File: src/rtl/lcd_reader_if.sv
// Request/response and LCD bus signals for the HD44780 read-side controller.
// The master side is the requester plus the LCD data bus; the slave side is lcd_reader.
interface lcd_reader_if;
  logic       req;
  logic       req_rs;
  logic       busy_wait;
  logic       ready;
  logic       done;
  logic       timeout;
  logic [7:0] rd_data;
  logic       busy_flag;
  logic [6:0] addr_cnt;
  logic       lcd_rw;
  logic       lcd_rs;
  logic       lcd_en;
  logic [7:0] lcd_data_in;

  modport master (
    output req, req_rs, busy_wait, lcd_data_in,
    input  ready, done, timeout, rd_data, busy_flag, addr_cnt, lcd_rw, lcd_rs, lcd_en
  );

  modport slave (
    input  req, req_rs, busy_wait, lcd_data_in,
    output ready, done, timeout, rd_data, busy_flag, addr_cnt, lcd_rw, lcd_rs, lcd_en
  );
endinterface

File: src/rtl/lcd_reader.sv
// Timed HD44780 read cycles: returns the busy-flag/address byte or a data byte,
// optionally polling the busy flag until it clears or MAX_POLLS reads are spent.
module lcd_reader #(
  parameter int SETUP_CYC   = 2,
  parameter int EN_HIGH_CYC = 25,
  parameter int HOLD_CYC    = 2,
  parameter int MAX_POLLS   = 1000
) (
  input logic        clk,
  input logic        reset,
  lcd_reader_if.slave bus
);

  typedef enum logic [1:0] {IDLE, SETUP, EN_HIGH, HOLD} state_t;

  localparam int MAX_CYC = (EN_HIGH_CYC > SETUP_CYC) ?
                           ((EN_HIGH_CYC > HOLD_CYC) ? EN_HIGH_CYC : HOLD_CYC) :
                           ((SETUP_CYC > HOLD_CYC) ? SETUP_CYC : HOLD_CYC);
  localparam int CNT_W  = $clog2(MAX_CYC + 1);
  localparam int POLL_W = $clog2(MAX_POLLS + 1);

  localparam logic [CNT_W-1:0]  SETUP_LD = CNT_W'(SETUP_CYC - 1);
  localparam logic [CNT_W-1:0]  EN_LD    = CNT_W'(EN_HIGH_CYC - 1);
  localparam logic [CNT_W-1:0]  HOLD_LD  = CNT_W'(HOLD_CYC - 1);
  localparam logic [POLL_W-1:0] POLL_MAX = POLL_W'(MAX_POLLS);

  state_t             state_q, state_d;
  logic [CNT_W-1:0]   cnt_q, cnt_d;
  logic [POLL_W-1:0]  poll_q, poll_d;
  logic               rs_q, rs_d;
  logic               bw_q, bw_d;
  logic               en_q, en_d;
  logic               ready_q, ready_d;
  logic               done_q, done_d;
  logic               timeout_q, timeout_d;
  logic [7:0]         rd_data_q, rd_data_d;
  logic               bf_q, bf_d;
  logic [6:0]         ac_q, ac_d;
  logic               last_cyc;
  logic               poll_again;

  assign last_cyc = (cnt_q == '0);
  // bf_q already holds this read's capture when RS=0, so it decides the re-poll.
  assign poll_again = !rs_q && bw_q && bf_q && (poll_q < POLL_MAX);

  always_comb begin
    // NOTE: every _d gets a default first so no path through the case infers a latch.
    state_d   = state_q;
    cnt_d     = cnt_q;
    poll_d    = poll_q;
    rs_d      = rs_q;
    bw_d      = bw_q;
    en_d      = en_q;
    ready_d   = ready_q;
    done_d    = 1'b0;
    timeout_d = timeout_q;
    rd_data_d = rd_data_q;
    bf_d      = bf_q;
    ac_d      = ac_q;

    case (state_q)
      IDLE: begin
        ready_d = 1'b1;
        if (bus.req) begin
          rs_d      = bus.req_rs;
          bw_d      = bus.busy_wait;
          poll_d    = '0;
          timeout_d = 1'b0;
          ready_d   = 1'b0;
          cnt_d     = SETUP_LD;
          state_d   = SETUP;
        end
      end
      SETUP: begin
        if (last_cyc) begin
          en_d    = 1'b1;
          cnt_d   = EN_LD;
          state_d = EN_HIGH;
        end else begin
          cnt_d = cnt_q - CNT_W'(1);
        end
      end
      EN_HIGH: begin
        if (last_cyc) begin
          // Capture on the same edge that drops EN, while the LCD still drives the bus.
          rd_data_d = bus.lcd_data_in;
          if (!rs_q) begin
            bf_d   = bus.lcd_data_in[7];
            ac_d   = bus.lcd_data_in[6:0];
            poll_d = poll_q + POLL_W'(1);
          end
          en_d    = 1'b0;
          cnt_d   = HOLD_LD;
          state_d = HOLD;
        end else begin
          cnt_d = cnt_q - CNT_W'(1);
        end
      end
      HOLD: begin
        if (last_cyc) begin
          if (poll_again) begin
            cnt_d   = SETUP_LD;
            state_d = SETUP;
          end else begin
            done_d    = 1'b1;
            ready_d   = 1'b1;
            timeout_d = !rs_q && bw_q && bf_q;
            state_d   = IDLE;
          end
        end else begin
          cnt_d = cnt_q - CNT_W'(1);
        end
      end
      default: state_d = IDLE;
    endcase
  end

  // NOTE: state is updated with non-blocking assignments so every flop samples pre-edge values.
  always_ff @(posedge clk or posedge reset) begin
    if (reset) begin
      state_q   <= IDLE;
      cnt_q     <= '0;
      poll_q    <= '0;
      rs_q      <= 1'b0;
      bw_q      <= 1'b0;
      en_q      <= 1'b0;
      ready_q   <= 1'b1;
      done_q    <= 1'b0;
      timeout_q <= 1'b0;
      rd_data_q <= '0;
      bf_q      <= 1'b0;
      ac_q      <= '0;
    end else begin
      state_q   <= state_d;
      cnt_q     <= cnt_d;
      poll_q    <= poll_d;
      rs_q      <= rs_d;
      bw_q      <= bw_d;
      en_q      <= en_d;
      ready_q   <= ready_d;
      done_q    <= done_d;
      timeout_q <= timeout_d;
      rd_data_q <= rd_data_d;
      bf_q      <= bf_d;
      ac_q      <= ac_d;
    end
  end

  assign bus.ready     = ready_q;
  assign bus.done      = done_q;
  assign bus.timeout   = timeout_q;
  assign bus.rd_data   = rd_data_q;
  assign bus.busy_flag = bf_q;
  assign bus.addr_cnt  = ac_q;
  assign bus.lcd_rw    = 1'b1;
  assign bus.lcd_rs    = rs_q;
  assign bus.lcd_en    = en_q;

endmodule

File: src/flat_wrapper.sv
// flat-port wrapper written by rule: the top's interface ports become plain ports
module lcd_reader_flat 
#(
  parameter int SETUP_CYC   = 2,
  parameter int EN_HIGH_CYC = 25,
  parameter int HOLD_CYC    = 2,
  parameter int MAX_POLLS   = 1000
)
  (clk, reset, bus_req, bus_req_rs, bus_busy_wait, bus_lcd_data_in, bus_ready, bus_done, bus_timeout, bus_rd_data, bus_busy_flag, bus_addr_cnt, bus_lcd_rw, bus_lcd_rs, bus_lcd_en);
  lcd_reader_if bus_i ();
  input logic clk;
  input logic reset;
  input wire logic [$bits(bus_i.req)-1:0] bus_req;
  input wire logic [$bits(bus_i.req_rs)-1:0] bus_req_rs;
  input wire logic [$bits(bus_i.busy_wait)-1:0] bus_busy_wait;
  input wire logic [$bits(bus_i.lcd_data_in)-1:0] bus_lcd_data_in;
  output wire logic [$bits(bus_i.ready)-1:0] bus_ready;
  output wire logic [$bits(bus_i.done)-1:0] bus_done;
  output wire logic [$bits(bus_i.timeout)-1:0] bus_timeout;
  output wire logic [$bits(bus_i.rd_data)-1:0] bus_rd_data;
  output wire logic [$bits(bus_i.busy_flag)-1:0] bus_busy_flag;
  output wire logic [$bits(bus_i.addr_cnt)-1:0] bus_addr_cnt;
  output wire logic [$bits(bus_i.lcd_rw)-1:0] bus_lcd_rw;
  output wire logic [$bits(bus_i.lcd_rs)-1:0] bus_lcd_rs;
  output wire logic [$bits(bus_i.lcd_en)-1:0] bus_lcd_en;
  assign bus_i.req = bus_req;
  assign bus_i.req_rs = bus_req_rs;
  assign bus_i.busy_wait = bus_busy_wait;
  assign bus_i.lcd_data_in = bus_lcd_data_in;
  assign bus_ready = bus_i.ready;
  assign bus_done = bus_i.done;
  assign bus_timeout = bus_i.timeout;
  assign bus_rd_data = bus_i.rd_data;
  assign bus_busy_flag = bus_i.busy_flag;
  assign bus_addr_cnt = bus_i.addr_cnt;
  assign bus_lcd_rw = bus_i.lcd_rw;
  assign bus_lcd_rs = bus_i.lcd_rs;
  assign bus_lcd_en = bus_i.lcd_en;
  lcd_reader #(.SETUP_CYC(SETUP_CYC), .EN_HIGH_CYC(EN_HIGH_CYC), .HOLD_CYC(HOLD_CYC), .MAX_POLLS(MAX_POLLS)) u_core (.clk(clk), .reset(reset), .bus(bus_i));
endmodule
File: config.mk
export PLATFORM = sky130hd
export DESIGN_NAME = lcd_reader_flat
export DESIGN_NICKNAME = d
export VERILOG_FILES = /design/src/rtl/lcd_reader_if.sv /design/src/rtl/lcd_reader.sv /design/src/flat_wrapper.sv
export SDC_FILE = /design/constraint.sdc
export NUM_CORES = 1
export LEC_CHECK = 0
export BUFFER_PORTS_ARGS = -buffer_cell sky130_fd_sc_hd__buf_2
export CORE_ASPECT_RATIO = 2
export CORE_MARGIN = 3
export CORE_UTILIZATION = 55
export DETAILED_ROUTE_END_ITERATION = 8
export GPL_ROUTABILITY_DRIVEN = 0
export GPL_TIMING_DRIVEN = 0
export PLACE_DENSITY = 0.76
export SETUP_SLACK_MARGIN = 0.5
export SYNTH_ARGS = -nofsm -noshare
export SYNTH_HDL_FRONTEND = slang
export SYNTH_SLANG_ARGS = --single-unit
File: constraint.sdc
create_clock -name clk -period 3.9 [get_ports clk]
set_input_delay 1.17 -clock clk [delete_from_list [all_inputs] [get_ports clk]]
set_output_delay 1.17 -clock clk [all_outputs]
set_load 0.1 [all_outputs]
==> results of run 1 <==
[synth_stat cells (all sizes together) (2+ instances only)]
cell type | count | share of area, %
dfrtp | 38 | 48
mux2 | 19 | 11
o21ai | 13 | 3.3
a21oi | 12 | 3.0
nand2 | 11 | 2.2
nor2 | 8 | 1.5
ha | 7 | 4.4
inv | 7 | 1.3
nand3 | 6 | 1.5
nor3 | 5 | 1.3
o31ai | 5 | 1.9
nor4 | 4 | 1.3
or2 | 4 | 1.3
or4 | 4 | 1.5
a21o | 3 | 1.1
buf | 3 | 0.89
clkbuf | 3 | 0.57
nand2b | 3 | 0.95
or3 | 3 | 0.95
a22o | 2 | 0.89
mux2i | 2 | 1.0
nor3b | 2 | 0.76
o211ai | 2 | 0.76
[final timing paths]
kind                                                    from                                  to  slack (ns)  depth (start not counted)
max                             u_core.bus.ready$_DFFE_PP1P_                           bus_ready        1.48                          1
min                        u_core.bus.rd_data[1]$_DFFE_PP0P_   u_core.bus.rd_data[1]$_DFFE_PP0P_        0.51                          1
max reg2reg                    u_core.state_q[0]$_DFFE_PP0P_  u_core.bus.addr_cnt[1]$_DFFE_PP0P_        1.64                          7
min reg2reg                u_core.bus.rd_data[1]$_DFFE_PP0P_   u_core.bus.rd_data[1]$_DFFE_PP0P_        0.51                          1
max in group asynchronous                              reset  u_core.bus.addr_cnt[2]$_DFFE_PP0P_        2.39                          2
min in group asynchronous                              reset        u_core.poll_q[5]$_DFFE_PP0P_        1.01                          2
[logic make-up after synthesis]
logic type | after synthesis | synth area share [%]
multiplexers | 21 | 11.87
other | 1 | 0.1902
adder cells (fa/ha/maj) | 7 | 4.441
buffers and inverters | 13 | 2.792
flip-flops | 39 | 49.56
AND/OR/NAND/NOR | 57 | 17.01
AO/OA/AOI/OAI | 44 | 14.15
[registers in the layout, summed over array words and instances, names as in the netlist, 2 cells and up]
name                 count
u_core.state_q           2
u_core.bus.addr_cnt      7
u_core.cnt_q             5
u_core.poll_q           10
u_core.bus.rd_data       8
[layout by cell type (no fill, tap or decap), types with 2 or more instances in the layout]
cell type	synthesis	final
o211ai_1	2	2
o31ai_1	5	5
a22o_1	2	2
dfrtp_1	38	38
o21ai_0	13	13
or3_1	3	3
mux2_2	19	19
nand2b_1	3	3
inv_1	7	6
nor4_1	4	4
nand2_1	10	10
nor2_1	8	8
clkbuf_8	0	7
nor3_1	5	5
or4_1	4	4
nand3_1	6	6
clkbuf_1	3	4
nor3b_1	2	2
mux2i_1	2	2
ha_1	7	7
a21o_1	3	3
or2_2	4	4
a21oi_1	12	12
buf_2	2	35
[area by class of cell]
cell class                 instances  area, sq um  area share [%]
tap                               48        60.06           2.614
inverter                           7        26.28           1.144
clock buffer                       8        100.1           4.357
timing repair buffer              33        165.2           7.190
multi-input combinational        130        939.7           40.90
buffer                             6        28.78           1.253
sequential                        39        977.2           42.54
[routing by layer]
| metal | GRT usage [%] | part of all wire (%) | up-vias | wire (um) |
|---|---|---|---|---|
| met5 | 0 | 0 | - | 0 |
| met4 | 11.16 | 3.2 | 0 | 139 |
| met3 | 4.793 | 4.7 | 17 | 205 |
| met2 | 40.67 | 56 | 49 | 2450 |
| met1 | 21.13 | 36 | 768 | 1563 |
| li1 | - | - | 744 | - |
[power groups by stage]
| stage | Clock (uW) | Sequential [uW] | Combinational (uW) |
|---|---|---|---|
| floorplan | 0 | 576 | 199 |
| global placement | 0 | 467 | 369 |
| detailed placement | 0 | 470 | 387 |
| CTS | 301 | 462 | 388 |
| global route | 321 | 466 | 418 |
| finish | 297 | 462 | 387 |
[through the flow]
step | hold slack, ns | total power [uW] | worst slack (ns)
detailed placement | 0.4930 | 856.9 | 1.314
global placement | 0.4820 | 836.1 | 1.382
floorplan | 0.4712 | 774.5 | 1.687
CTS | 0.5106 | 1152 | 1.467
finish | 0.5088 | 1146 | 1.476
global route | 0.5272 | 1206 | 1.438
==> summary.md, run 1 <==
| Metric | Value |
|---|---|
| FF+latch count, synth | `39` |
| Yosys cell types | `41` |
| Slew HR | `48.06%` |
| Sw Pwr | `around 430 uW` |
| Crit Path Max Fanout | `3` |
| Total CTS buffers | `5` |
| Hold WC Path Type | `flop to flop` |
| Global route total overflow | `0` |
| Initial DRC count | `roughly 40` |
| Max VDD drop | `around 0.36 mV` |
| Yosys warning count | `0` |
| EDFF count, synth | `0` |
| Detail Route Antenna Nets | `0` |
| Cell count after placement | `263` |
| Vias in the first global route | `1673` |
| Final HPWL DP | `~3400 um` |
| Crit path DAT | `approximately 1.3 ns` |
| Worst-case clock buffer depth | `2` |
| RSZ-0062 raised after global routing | `no` |
| Root Driver | `clkbuf_8` |
| CTS tree | `done` |
| Delay of the slowest cell on the worst path | `~0.54 ns` |
| Die footprint | `~4400 sq um` |
| Routed len/inst | `16.08 um` |
| Slew @ Worst Pin | `0.7779 ns` |
| Worst path cell trace | `buf_2` |
| # IOs | `35` |
| Vias/cell | `around 5.8` |
| Clock Latency Late Sink | `about 0.29 ns` |
| Pwr dens | `499.1 nW/um^2` |
| CP startpoint kind | `flop` |
| Setup Viol. Count Final | `0` |
| Die W | `between 40 and 50 um` |
| Critical Path RT | `2.73 ns` |
| Fillers | `around 260` |
| ANT cells | `0` |
| Max cap viols | `0` |
| Core area | `about 3400 sq um` |
| Int Pwr | `718.1 uW` |
| FMAX | `between 400 and 500 MHz` |
| Critical path buffers and inverters | `1` |
| Part of the power in the clock network | `between 20% and 30%` |
| Sequential cell area fraction in the yosys report | `between 40% and 50%` |
| Utilization after layout | `67.25%` |
| Leakage | `approximately 0.0010 uW` |
| Layout area overhead | `16.50%` |
| Post-cts resize count | `0` |
| DIE HEIGHT | `90.68 um` |
| Number of buffers added on ports | `33` |
| Gate power share | `~34%` |
| Setup crit end kind | `primary output` |
| DRC | `0` |
| Syn Nets | `between 200 and 250` |
| Clock transition at path regs | `0.07 ns` |
| Post-Syn Instances | `between 150 and 200` |
| Setup Buffers After CTS | `0` |
| Post-Syn Area per Cell | `roughly 11 sq um` |
| Area of the mapped netlist | `slightly below 2000 sq um` |
| Placed cell areas | `approximately 2200 sq um` |
| Nets | `242` |
| Pin count of the biggest net entering global routing | `40` |
| Net Sw Frac | `37.36%` |
| Final setup skew | `between 0.005 and 0.006 ns` |
| Post-route cell area | `roughly 2300 sq um` |
| Outcome | `complete, no violations` |
| Finished Layout Cells | `~270` |
| GRT Overall Usage | `21.56%` |
| H-tree levels | `2` |
| Initial antenna violation count | `0` |
| Total negative slack | `0 ns` |
| Slowest CP cell | `dfstp_2` |
| Layout cells sized above 1 | `a little under a third` |
| Period utilization | `a little over 60%` |
| Clk sinks | `39` |
| Tmin final | `~2.4 ns` |
| Critical path type | `flop to primary output` |
| Post-synth ARST share | `100.0%` |
| Cts hold-fix bufs | `0` |
| First-pass GRT wire length | `7376 um` |
| Total Wirelength | `about 4400 um` |
| DR pass1 iterations | `4` |
| Pins Over Slew Limit | `0` |
| FP Rows | `30` |
| Fin. Hold Viols | `0` |
| Initial core utilization | `57.73%` |
| Via count | `between 1500 and 2000` |
| Family with the most delay on the worst path | `flip-flops` |
| Top FF cell, synth | `dfrtp_1` |
| Part of the power in registers | `around two fifths` |
(Power assumes the default switching activity.)
==> run 2, diff against run 1 <==
Settings changed: ABC_AREA set to 1, CORE_UTILIZATION 55 to 50, PLACE_DENSITY 0.76 to 0.72.
Clock period 3.9 ns to 2.15 ns, I/O delays scaled along.
==> run 2 against run 1 <==
Wire length up 1.9%. Critical path depth unchanged. Worst hold slack worse by 0.030 ns. Sequential cell count stayed put. Synthesized area up 9.0%. Synthesized cell count increased by 45%. Global-route usage is 2.2 points lower. Non-clock buffer count is 7 higher. Clock skew about the same. Die area up 18%. Final cell count grew 34%.
==> summary.md, run 2 <==
| Metric | Value |
|---|---|
| Post-synth ARST share | `100.0%` |
| Slew @ Worst Pin | `between 0.7 and 0.8 ns` |
| WHS | `about 0.48 ns` |
| Detail Route Antenna Nets | `0` |
| Commonest non-fill, non-tap cell in the layout | `nand2_1` |
| Crit Path Max Fanout | `2` |
| Met3 Wirelength | `approximately 180 um` |
| Post-Syn Instances | `around 260` |
| ANT cells | `0` |
| Routed len/inst | `12.21 um` |
| DIE HEIGHT | `98.73 um` |
| Period utilization | `approximately four fifths` |
| First-pass GRT wire length | `around 7600 um` |
| Slowest CP cell | `dfstp_2` |
| Hold WC Path Type | `primary input to async pin` |
| Root Driver | `clkbuf_8` |
| Outcome | `complete, no violations` |
| Tmin final | `approximately 1.7 ns` |
| Slew HR | `roughly 48%` |
| Initial DRC count | `21` |
| Critical path type | `flop to primary output` |
| Most flop-heavy register | `u_core.poll_q` |
| WL met2 | `approximately 2500 um` |
| Commonest cells after routing, fill and taps aside | `nand2_1 (74), dfrtp_1 (36), inv_1 (32)` |
| Fin. Hold Viols | `0` |
| Top cell type by total area after synthesis | `dfrtp_1` |
| Max cap viols | `0` |
| Synth cell count leaders | `nand2_1 (75), dfrtp_1 (38), inv_1 (37)` |
| Worst-case clock buffer depth | `2` |
| Top FF cell, synth | `dfrtp_1` |
| Cell count after placement | `349` |
| Core area | `a little over 4000 sq um` |
| Critical path buffers and inverters | `1` |
| Top cell type's share of synthesized area | `44.24%` |
| Reg2reg path depth | `10` |
| Delay of the slowest cell on the worst path | `~0.57 ns` |
| Pin count of the biggest net entering global routing | `40` |
| CTS tree | `done` |
| Sequential cell area fraction in the yosys report | `between 40 and 50%` |
| EDFF count, synth | `0` |
| Post-Syn Area per Cell | `8.142 sq um` |
| Cts hold-fix bufs | `0` |
| Instance count on the critical path | `1` |
| Initial core utilization | `between 50% and 60%` |
| Clock Latency Late Sink | `around 0.30 ns` |
| Final HPWL DP | `3340 um` |
| Via count | `about 1800` |
| Setup Viol. Count Final | `0` |
| Top post-synthesis cells by area | `dfrtp_1 (44%), nand2_1 (13%), inv_1 (6.5%)` |
| Max Used Layer | `met4` |
| Most common cell in the netlist | `nand2_1` |
| FF+latch count, synth | `39` |
| Finished Layout Cells | `approximately 360` |
| Area of the mapped netlist | `about 2100 sq um` |
| Global route total overflow | `0` |
| Post-Place Setup Slack | `about 0.38 ns` |
| Worst setup endpoint | `bus_ready` |
| Final WS setup | `between 0.4 and 0.5 ns` |
| Max reg flops | `10` |
| Nets | `between 300 and 400` |
| Final setup skew | `between 0.005 and 0.006 ns` |
| Total CTS buffers | `5` |
| Setup crit end kind | `primary output` |
| # IOs | `35` |
| Metal1 wirelength | `roughly 1600 um` |
| Pins Over Slew Limit | `0` |
| H-tree levels | `2` |
| Clock transition at path regs | `0.08 ns` |
| Vias in the first global route | `approximately 1800` |
| Number of buffers added on ports | `33` |
| Initial antenna violation count | `0` |
| DR pass1 iterations | `4` |
| Die footprint | `a little over 5000 sq um` |
| RSZ-0062 raised after global routing | `yes` |
| Vias/cell | `around 5` |
| Syn Nets | `between 200 and 300` |
| Family with the most delay on the worst path | `flip-flops` |
| Crit path DAT | `1.04 ns` |
| FP Rows | `33` |
| Layout cells sized above 1 | `31.73%` |
| FMAX | `roughly 590 MHz` |
| Die W | `52.37 um` |
| DRC | `0` |
| Layout area overhead | `23.63%` |
| Worst Setup SP | `u_core.bus.ready$_DFFE_PP1P_` |
| Total Wirelength | `4444 um` |
| Fillers | `369` |
| Reg2Reg Setup Slack | `around 0.55 ns` |
| GRT Overall Usage | `19.37%` |
| Clk sinks | `39` |
| CP startpoint kind | `flop` |
| Worst reg2reg endpoint | `u_core.state_q[0]$_DFFE_PP0P_` |
| Critical Path RT | `~1.5 ns` |
| Worst path cell trace | `buf_12` |
| Yosys warning count | `0` |
| RR Startpoint | `u_core.state_q[0]$_DFFE_PP0P_` |
| Yosys cell types | `27` |
## run 2: cell count changes in the layout (fill, tap and decap cells not counted), sizes merged, moves of 9 or more
cell,delta
nand3,+13
o21ai,+18
mux2,-18
nor2,+14
buf,+9
inv,+33
nand2,+69
## run 2: kinds of logic (layout without fill, tap and decap cells)
kind of cell | count (synthesis) | in the layout | share of synthesized area (%)
fa+ha+maj | 7 | 7 | 4.074
mux | 1 | 1 | 0.5238
compound gates | 39 | 39 | 11.99
xor+xnor | 3 | 3 | 1.223
flops | 39 | 39 | 45.46
other cells | 1 | 1 | 0.1745
buf+inv | 47 | 95 | 10.36
simple gates | 127 | 127 | 26.19
## run 2: final cells by class
cell class | count | area [sq um] | area share (%)
clock inverters | 3 | 20.02 | 0.7533
inverters | 41 | 158.9 | 5.979
flip-flops and latches | 39 | 979.7 | 36.86
plain buffers | 6 | 67.56 | 2.542
clock buffers | 5 | 68.82 | 2.589
well taps | 52 | 65.06 | 2.448
repair buffers | 40 | 300.3 | 11.30
multi-input cells | 178 | 997.2 | 37.52
## run 2: stage by stage
stage	TNS (ns)	utilization (%)	cell area (sq um)
floorplan	0	-	2152
global placement	-0.04710	57.70	2382
detailed placement	0	57.70	2382
CTS	0	61.76	2550
global route	0	64.36	2658
finish	0	64.36	2658
## run 2: timing repair
item	in CTS	in global routing
pin swaps	0	4
setup buffers	1	5
endpoints found under the setup margin	40	37
gates resized for setup	25	13
gates cloned	0	1
## run 2: how the worst min path moves through the flow
stage,cells after the start,slack (ns),endpoint
floorplan,2,0.47,u_core.poll_q[1]$_DFFE_PP0P_
global placement,2,0.45,u_core.bus.ready$_DFFE_PP1P_
detailed placement,2,0.46,u_core.bus.ready$_DFFE_PP1P_
CTS,2,0.48,u_core.bus.ready$_DFFE_PP1P_
global route,1,0.52,u_core.bw_q$_DFFE_PP0P_
finish,2,0.48,u_core.bus.addr_cnt[2]$_DFFE_PP0P_
## run 2: routing by layer
metal	track usage, %	vias up
met5	0	-
met4	10.04	0
met3	3.631	12
met2	35.15	51
met1	19.78	848
li1	-	917
Power of run 2 is left out: the tool's default activity adds up to more than one toggle a clock period on the data nets, which glitch-free logic cannot reach.
